===== config.mk =====
export PLATFORM = sky130hd
export DESIGN_NAME = tcp_timer_bank
export DESIGN_NICKNAME = d
export VERILOG_FILES = /design/src/rtl/tcp_timer_bank.sv
export SDC_FILE = /design/constraint.sdc
export NUM_CORES = 1
export LEC_CHECK = 0
export CAP_MARGIN = 0
export CORE_MARGIN = 5
export CORE_UTILIZATION = 25
export DETAILED_ROUTE_END_ITERATION = 8
export GPL_TIMING_DRIVEN = 0
export PLACE_DENSITY = 0.47
export SLEW_MARGIN = 15
export SYNTH_ARGS = -nofsm -noshare
export SYNTH_HDL_FRONTEND = slang
export SYNTH_SLANG_ARGS = --single-unit
export TNS_END_PERCENT = 100

===== constraint.sdc =====
create_clock -name i_sys_clk -period 8.68 [get_ports i_sys_clk]
set_clock_uncertainty 0.05 [all_clocks]
set_input_delay 1.302 -clock i_sys_clk [delete_from_list [all_inputs] [get_ports i_sys_clk]]
set_output_delay 1.302 -clock i_sys_clk [all_outputs]
set_load 0.005 [all_outputs]

===== src/rtl/tcp_timer_bank.sv =====
// tcp_timer_bank: NUM_CH countdown timers on a shared tick with a round-robin expiry event port.
// Optional feature: define TIMER_BACKOFF_EN for exponential backoff with a retry limit on periodic channels.
module tcp_timer_bank #(
  parameter  int NUM_CH    = 8,
  parameter  int CNT_W     = 16,
  parameter  int MAX_RETRY = 6,
  localparam int CH_W      = (NUM_CH > 1) ? $clog2(NUM_CH) : 1
) (
  input  logic              i_sys_clk,
  input  logic              i_rst,
  input  logic              i_tick,
  input  logic              i_start_vld,
  input  logic [CH_W-1:0]   i_start_ch,
  input  logic [CNT_W-1:0]  i_start_val,
  input  logic              i_start_per,
  input  logic              i_stop_vld,
  input  logic [CH_W-1:0]   i_stop_ch,
  output logic [NUM_CH-1:0] o_busy,
  output logic [NUM_CH-1:0] o_timeout,
  output logic [NUM_CH-1:0] o_ovf,
  output logic              o_evt_vld,
  output logic [CH_W-1:0]   o_evt_ch,
  input  logic              i_evt_rdy,
  output logic [NUM_CH-1:0] o_giveup
);

  logic [NUM_CH-1:0] busy_q, per_q, pend_q, ovf_q, tmo_q;
  logic [CNT_W-1:0]  cnt_q [NUM_CH];
  logic [CNT_W-1:0]  rld_q [NUM_CH];
  logic              evt_vld_q;
  logic [CH_W-1:0]   evt_ch_q, rr_q;

  logic [NUM_CH-1:0] start_hit, stop_hit, exp_hit, ack_hit, pend_rem;
  logic [CNT_W-1:0]  start_cnt;
  logic [CH_W-1:0]   rr_next, ptr_sel;
  logic              ack, evt_refresh;

  // First pending channel at or after ptr, wrapping around.
  function automatic logic [CH_W-1:0] pick(input logic [NUM_CH-1:0] p, input logic [CH_W-1:0] ptr);
    logic found;
    pick  = '0;
    found = 1'b0;
    for (int k = 0; k < NUM_CH; k++) begin
      int idx;
      idx = (int'(ptr) + k) % NUM_CH;
      if (!found && p[idx]) begin
        pick  = CH_W'(idx);
        found = 1'b1;
      end
    end
  endfunction

  // NOTE: every signal is assigned on every pass through always_comb, so no latch is inferred.
  always_comb begin
    ack       = evt_vld_q & i_evt_rdy;
    start_cnt = (i_start_val == '0) ? CNT_W'(1) : i_start_val;
    for (int i = 0; i < NUM_CH; i++) begin
      start_hit[i] = i_start_vld && (i_start_ch == CH_W'(i));
      stop_hit[i]  = i_stop_vld && (i_stop_ch == CH_W'(i)) && !start_hit[i];
      exp_hit[i]   = busy_q[i] && i_tick && (cnt_q[i] == CNT_W'(1)) && !start_hit[i] && !stop_hit[i];
      ack_hit[i]   = ack && (evt_ch_q == CH_W'(i));
    end
    pend_rem    = pend_q & ~ack_hit;
    rr_next     = (evt_ch_q == CH_W'(NUM_CH - 1)) ? '0 : evt_ch_q + CH_W'(1);
    ptr_sel     = ack ? rr_next : rr_q;
    // Re-arbitrate when idle, on acceptance, or when a stop withdrew the presented event.
    evt_refresh = !evt_vld_q || ack || !pend_q[evt_ch_q];
  end

`ifdef TIMER_BACKOFF_EN
  localparam int RETRY_W = $clog2(MAX_RETRY + 1);

  logic [RETRY_W-1:0] retry_q [NUM_CH];
  logic [NUM_CH-1:0]  give_hit, giveup_q;
  logic [CNT_W-1:0]   dbl [NUM_CH];

  always_comb begin
    for (int i = 0; i < NUM_CH; i++) begin
      give_hit[i] = exp_hit[i] && per_q[i] && (retry_q[i] == RETRY_W'(MAX_RETRY - 1));
      dbl[i]      = rld_q[i][CNT_W-1] ? '1 : {rld_q[i][CNT_W-2:0], 1'b0};
    end
  end

  always_ff @(posedge i_sys_clk) begin
    if (i_rst) begin
      giveup_q <= '0;
      for (int i = 0; i < NUM_CH; i++) retry_q[i] <= '0;
    end else begin
      giveup_q <= give_hit;
      for (int i = 0; i < NUM_CH; i++) begin
        if (start_hit[i] || stop_hit[i])   retry_q[i] <= '0;
        else if (exp_hit[i] && per_q[i])   retry_q[i] <= retry_q[i] + RETRY_W'(1);
      end
    end
  end

  assign o_giveup = giveup_q;
`else
  logic [31:0] unused_max_retry;
  assign unused_max_retry = MAX_RETRY;
  assign o_giveup         = '0;
`endif

  // NOTE: non-blocking assignments so every channel update reads pre-edge state;
  // the counter/reload arrays are plain flops and are cleared by reset like the rest.
  always_ff @(posedge i_sys_clk) begin
    if (i_rst) begin
      busy_q <= '0;
      per_q  <= '0;
      pend_q <= '0;
      ovf_q  <= '0;
      tmo_q  <= '0;
      for (int i = 0; i < NUM_CH; i++) begin
        cnt_q[i] <= '0;
        rld_q[i] <= '0;
      end
    end else begin
      tmo_q <= exp_hit;
      for (int i = 0; i < NUM_CH; i++) begin
        if (start_hit[i]) begin
          busy_q[i] <= 1'b1;
          cnt_q[i]  <= start_cnt;
          rld_q[i]  <= start_cnt;
          per_q[i]  <= i_start_per;
        end else if (stop_hit[i]) begin
          busy_q[i] <= 1'b0;
          cnt_q[i]  <= '0;
        end else if (exp_hit[i]) begin
          if (!per_q[i]) begin
            busy_q[i] <= 1'b0;
            cnt_q[i]  <= '0;
`ifdef TIMER_BACKOFF_EN
          end else if (give_hit[i]) begin
            busy_q[i] <= 1'b0;
            cnt_q[i]  <= '0;
          end else begin
            rld_q[i] <= dbl[i];
            cnt_q[i] <= dbl[i];
`else
          end else begin
            cnt_q[i] <= rld_q[i];
`endif
          end
        end else if (busy_q[i] && i_tick) begin
          cnt_q[i] <= cnt_q[i] - CNT_W'(1);
        end

        if (stop_hit[i]) begin
          pend_q[i] <= 1'b0;
          ovf_q[i]  <= 1'b0;
        end else if (exp_hit[i]) begin
          pend_q[i] <= 1'b1;
          if (pend_q[i] && !ack_hit[i]) ovf_q[i] <= 1'b1;
        end else if (ack_hit[i]) begin
          pend_q[i] <= 1'b0;
        end
      end
    end
  end

  always_ff @(posedge i_sys_clk) begin
    if (i_rst) begin
      evt_vld_q <= 1'b0;
      evt_ch_q  <= '0;
      rr_q      <= '0;
    end else begin
      if (evt_refresh) begin
        evt_vld_q <= |pend_rem;
        evt_ch_q  <= pick(pend_rem, ptr_sel);
      end
      if (ack) rr_q <= rr_next;
    end
  end

  assign o_busy    = busy_q;
  assign o_timeout = tmo_q;
  assign o_ovf     = ovf_q;
  assign o_evt_vld = evt_vld_q;
  assign o_evt_ch  = evt_ch_q;

endmodule


Word level (Yosys, flattened, before mapping)

Memories as Yosys holds them, arrays and structs flattened.
Index checks and enable logic that the tools add are counted.

Bits in registers: 47
Memory bits (writable): 256
Logic and storage cells: 679
Memories: 2

Memories:

| name  | depth | width | read ports | clocked after memory_dff | write ports | line | RTL |
|---|---|---|---|---|---|---|---|
| cnt_q | 8     | 16    | 8          | 0                        | 8           | 28   | `logic [CNT_W-1:0] cnt_q [NUM_CH];` |
| rld_q | 8     | 16    | 8          | 0                        | 8           | 29   | `logic [CNT_W-1:0] rld_q [NUM_CH];` |

$add $sub $neg: 16
Order comparisons: 9
Equality and inequality tests: 37
Muxes and demuxes: 355
Bitwise gates (word level): 58
Reduce and logical (&&, ||, !) cells: 166

Operators by type and width:

| operator                | count |
|---|---|
| $mux W16                | 49 |
| $mux W1                 | 287 |
| $eq A16 B1 Y1 const B   | 8 |
| $sub A16 B1 Y16 const B | 8 |
| $logic_and A1 B1 Y1     | 79 |
| $or A1 B1 Y1            | 48 |
| $eq A3 B3 Y1 const B    | 12 |
| $lt A4 B5 Y1 const B    | 7 |
| $logic_not A1 Y1        | 33 |
| $reduce_and A2 Y1       | 16 |
| $mux W3                 | 10 |
| $bmux W1 S3             | 9 |
| $ne A3 B1 Y1 const B    | 8 |
| $reduce_bool A3 Y1      | 8 |
| $reduce_or A3 Y1        | 7 |
| $eq A3 B2 Y1 const B    | 6 |
| $logic_not A16 Y1       | 1 |
| $reduce_bool A2 Y1      | 8 |
| $reduce_or A2 Y1        | 8 |
| $add A3 B3 Y3 const B   | 4 |
| $eq A3 B1 Y1 const B    | 3 |
| $logic_not A3 Y1        | 3 |
| $and A8 B8 Y8           | 1 |
| $lt A3 B4 Y1 const B    | 2 |
| 7 further kinds         | 16 |

Logic depth before layout (Yosys ltp)

Word-level depth: 42
Depth in mapped cells: 14
Mapped depth without buffers: 13

Worst setup path after synthesis

OpenSTA, ideal clock, no wires.

Path type: input -> register
Start: input port i_evt_rdy
End: register evt_ch_q[1] (netlist: o_evt_ch[1])
Library setup time: 0.086 ns
Arrival time: 4.591 ns
Slack: 3.952 ns
Stages: 12
Path through: nand2_2 mux2_4 clkinv_4 clkbuf_1 ha_1 mux4_2 nand2_1 mux4_2 or4_4 or3_1 o211a_1 a221oi_2

Cells in the longest elaborated chain, start to end: 42
Elaborated cells between the ends (all ways): 87
Those cells by class: 7 x add/sub; 53 x mux; 3 x bitwise; 24 x reduce/logical

RTL lines:

| element                                                                | line | RTL |
|---|---|---|
| start, declared                                                        | 23   | `input logic i_evt_rdy,` |
| $and A1 B1 Y1 (*)                                                      | 55   | `ack = evt_vld_q & i_evt_rdy;` |
| parallel branches: the longest is 41 deep, another holds $add A3 B1 Y3 | -    |  |
| end signal, assigned                                                   | 169  | `evt_ch_q <= pick(pend_rem, ptr_sel);` |
| end, declared                                                          | 31   | `logic [CH_W-1:0] evt_ch_q, rr_q;` |

Every way passes the cells marked *. The select of a mux whose other input is x is not followed.
A chain may end at the register's enable or synchronous reset.

Worst setup path in the final report

Same ends and word-level chain as after synthesis.

==> summary.md <==
| Metric | Value |
|---|---|
| Drt wl/cell | `22.28 µm` |
| Skew-Pair Late Insertion Delay | `0.56 ns` |
| Clk buf depth | `3` |
| Critical path arrival | `roughly 5.8 ns` |
| First-pass GRT wire length | `81.31 mm` |
| Total congestion overflow | `0` |
| Setup bufs post-CTS | `0` |
| Worst VDD drop | `~0.11 mV` |
| Simple-Gate Fraction of Synth Area | `0.1701` |
| GRT Total Usage | `0.1535` |
| Router iterations before antenna repair | `5` |
| Setup TNS | `0 ns` |
| Crit start category | `primary input` |
| Power Density | `approximately 190 mW/mm²` |
| First DRT Iteration DRCs | `1213` |
| Die Ht | `about 260 µm` |
| Period utilisation layout | `0.6208` |
| Register area share after synthesis | `0.5373` |
| Core Rows | `between 90 and 100` |
| DRT Wirelength | `between 50 and 60 mm` |
| Vias | `~13000` |
| Reg clk slew, reported paths | `0.06 ns` |
| Initial Utilization | `0.2509` |
| Area growth, synth to finish | `16.83%` |
| Worst min path class | `register to register` |
| Outcome | `finished clean` |
| Tmin final | `roughly 5.4 ns` |
| Mapped Avg Cell Area | `10.47 µm²` |
| Post-synthesis mux area share | `0.03187` |
| Die width | `roughly 260 µm` |
| Port buffer count | `42` |
| Worst path max stage delay | `0.84 ns` |
| Crit path capture type | `register` |
| Placed wire-length estimate | `roughly 38 mm` |
| Final Setup Violations | `0` |
| # IOs | `65` |
| Setup CP Type | `primary input to register` |
| Clk sinks | `just over 300` |
| Hold_sp | `o_ovf[4]$_SDFFE_PP0P_` |
| Detailed-route DRC error count | `0` |
| CTS tree | `yes` |
| XOR/XNOR Fraction of Synth Area | `0.05672` |
| Relative slew slack | `0.1254` |
| FILL cells | `~6700` |
| Most used cell, CP | `mux2i_1` |
| Worst Hold Slack | `between 0.4 and 0.5 ns` |
| Share of cells above drive strength 1 | `0.05751` |
| Slew Limit Fails | `0` |
| Drt via density | `~5.2` |
| Largest area contributor in the netlist | `edfxtp_1` |
| Largest family of logic cells by synthesized area | `simple AND/OR/NAND/NOR gates` |
| Worst setup path start | `i_evt_rdy` |
| Synth Area in Adders | `0.01948` |
| Vias in the first global route | `around 12000` |
| Largest net degree at the start of global routing | `20` |
| Post-Syn Area | `around 0.016 mm²` |
| Hold buffer count at CTS | `0` |
| Yosys warns | `0` |
| Post-synthesis register bit count | `around 300` |
| Yosys cell types | `between 70 and 80` |
| CP cell instances | `clkdlybuf4s50_1, nand2_2, mux2_4, clkinv_4, clkbuf_1, ha_1, xnor2_1, mux2i_1, mux2i_1, or4_4, or3_1, o211a_1, a221oi_2` |
| Ys flop type | `edfxtp_1` |
| Final #Nets | `about 1700` |
| Reg-to-reg startpoint | `o_evt_ch[0]$_SDFFE_PP0P_` |
| Share of the synthesized area in the top cell type | `0.4787` |
| Top post-synthesis cells by area | `edfxtp_1 48%, dfxtp_1 5.9%, nor2_1 5.5%, xnor2_1 3.2%, nand2_1 3.0%` |
| Slowest cell on crit path | `xnor2_1` |
| Post-route ant nets | `0` |
| # resized after CTS | `0` |
| Core ar. | `about 0.064 mm²` |
| Cts bufs inserted | `39` |
| Worst-path fanout max | `10` |
| Critical Path RT | `between 9 and 10 ns` |
| H-tree depth | `2` |
| RSZ-0062 raised after global routing | `no` |
| Hold Vio Cnt, Final | `0` |
| MaxCap Viol Count | `0` |
| Post-synthesis compound-gate area fraction | `0.1481` |
| Max Fclk | `roughly 190 MHz` |
| Initial antenna violation count | `2` |
| Instance count of the mapped netlist | `about 1500` |
| Die Area | `0.06941 mm²` |
| Async SR Flop Fraction | `0` |
| Leakage power | `6.484 nW` |
| Worst Tran Pin Value | `approximately 1.3 ns` |
| GP Congestion | `a little under 0.9` |
| Number of synthesized flops with an enable pin | `roughly 260` |
| Root Driver | `clkbuf_16` |
power by group:
group / leakage, nW / switching, mW / internal (mW)
Combinational: 2.95 / 0.207 / 0.0903
Sequential: 2.95 / 0.0534 / 1.67
Clock: 0.581 / 0.663 / 0.886
synthesized netlist by cell type (all sizes together), types with 3 or more instances:
library cell	number
o31ai	4
o211ai	10
a221o	20
a21oi	41
nand4	19
xor2	46
mux4	10
buf	15
or3	16
and2	6
clkbuf	76
and3	10
a31oi	9
o22ai	44
mux2i	26
nand3	27
a221oi	47
xnor2	58
or2	7
nor4	30
a2111oi	3
or4	10
edfxtp	256
nor2b	15
nand2	131
nand3b	6
o21bai	4
nand4b	7
dfxtp	47
ha	25
nor3	52
a22oi	51
nor2	237
a211oi	43
o21ai	31
nand2b	11
inv	51
path summary, 6_finish.rpt:
| path | end | slack, ns | cells past startpoint |
|---|---|---|---|
| worst min-delay path | o_ovf[4]$_SDFFE_PP0P_ | 0.44 | 2 |
| worst min register to register | o_ovf[4]$_SDFFE_PP0P_ | 0.44 | 2 |
| worst max-delay path | o_evt_ch[1]$_SDFFE_PP0P_ | 3.29 | 13 |
| worst max register to register | o_evt_ch[1]$_SDFFE_PP0P_ | 3.86 | 14 |
through the flow:
stage | area, µm² | power (mW) | worst slack (ns) | std cells | utilization
finish | 18760 | 3.574 | 3.292 | 2508 | 0.2932
global route | 18760 | 3.705 | 3.034 | 2507 | 0.2931
CTS | 18760 | 3.609 | 3.370 | 2507 | 0.2931
detailed placement | 17580 | 2.049 | 2.774 | 2438 | 0.2746
global placement | 17580 | 2.047 | 2.798 | 2438 | 0.2746
floorplan | 16090 | 1.920 | 3.953 | 1541 | -
flip-flops by register name (all words and copies together), names as in the netlist:
register,cells
cnt_q,128
rld_q,128
o_busy,8
o_ovf,8
o_timeout,8
pend_q,8
per_q,8
o_evt_ch,3
rr_q,3
o_evt_vld,1
area by class of cell:
cell class                      count  area [µm²]  share of cell area
Antenna cell                        1       2.502           0.0001334
Buffer                             91       377.9             0.02014
Clock buffer                       44       994.7             0.05302
Clock inverter                     25       188.9             0.01007
Inverter                           53       203.9             0.01087
Multi-Input combinational cell   1094        6875              0.3665
Sequential cell                   303        8628              0.4599
Tap cell                          855        1070             0.05702
Timing Repair Buffer               42       420.4             0.02241
worst max-delay path: cells and delay by family:
| kind | cells | cell delay, ns |
|---|---|---|
| compound gates | 2 | 0.43 |
| xor+xnor | 1 | 0.84 |
| fa+ha+maj | 1 | 0.32 |
| buf+inv | 3 | 0.98 |
| mux | 3 | 0.77 |
| simple gates | 3 | 1.16 |
per-layer routing:
metal / vias up / wire length (µm) / GRT usage
li1: 5961 / - / -
met5: - / 0 / 0
met1: 6405 / 25060 / 0.2181
met3: 96 / 4117 / 0.02897
met2: 505 / 24800 / 0.2334
met4: 0 / 1904 / 0.05624
placed cells by master (no fill, tap or decap), types with 25 or more instances in the layout:
cell type,n
clkdlybuf4s50_1,42
nor3_1,52
a22oi_1,51
nand3_1,27
nor4_1,30
a21oi_1,40
ha_1,25
a211oi_1,43
xor2_1,46
nand2_1,130
o22ai_1,44
edfxtp_1,256
clkbuf_16,39
inv_1,51
a221oi_1,46
nor2_1,237
clkbuf_1,81
dfxtp_1,47
mux2i_1,26
xnor2_1,58
kinds of logic (layout without fill, tap and decap cells):
| family | count (synthesis) | in the layout |
|---|---|---|
| flip-flops | 303 | 303 |
| multiplexers | 38 | 38 |
| adder cells (fa/ha/maj) | 25 | 25 |
| AND/OR/NAND/NOR | 590 | 590 |
| buffers and inverters | 144 | 255 |
| XOR/XNOR | 104 | 104 |
| other | 1 | 9 |
| AO/OA/AOI/OAI | 329 | 329 |
Power figures use the tool's default switching activity.
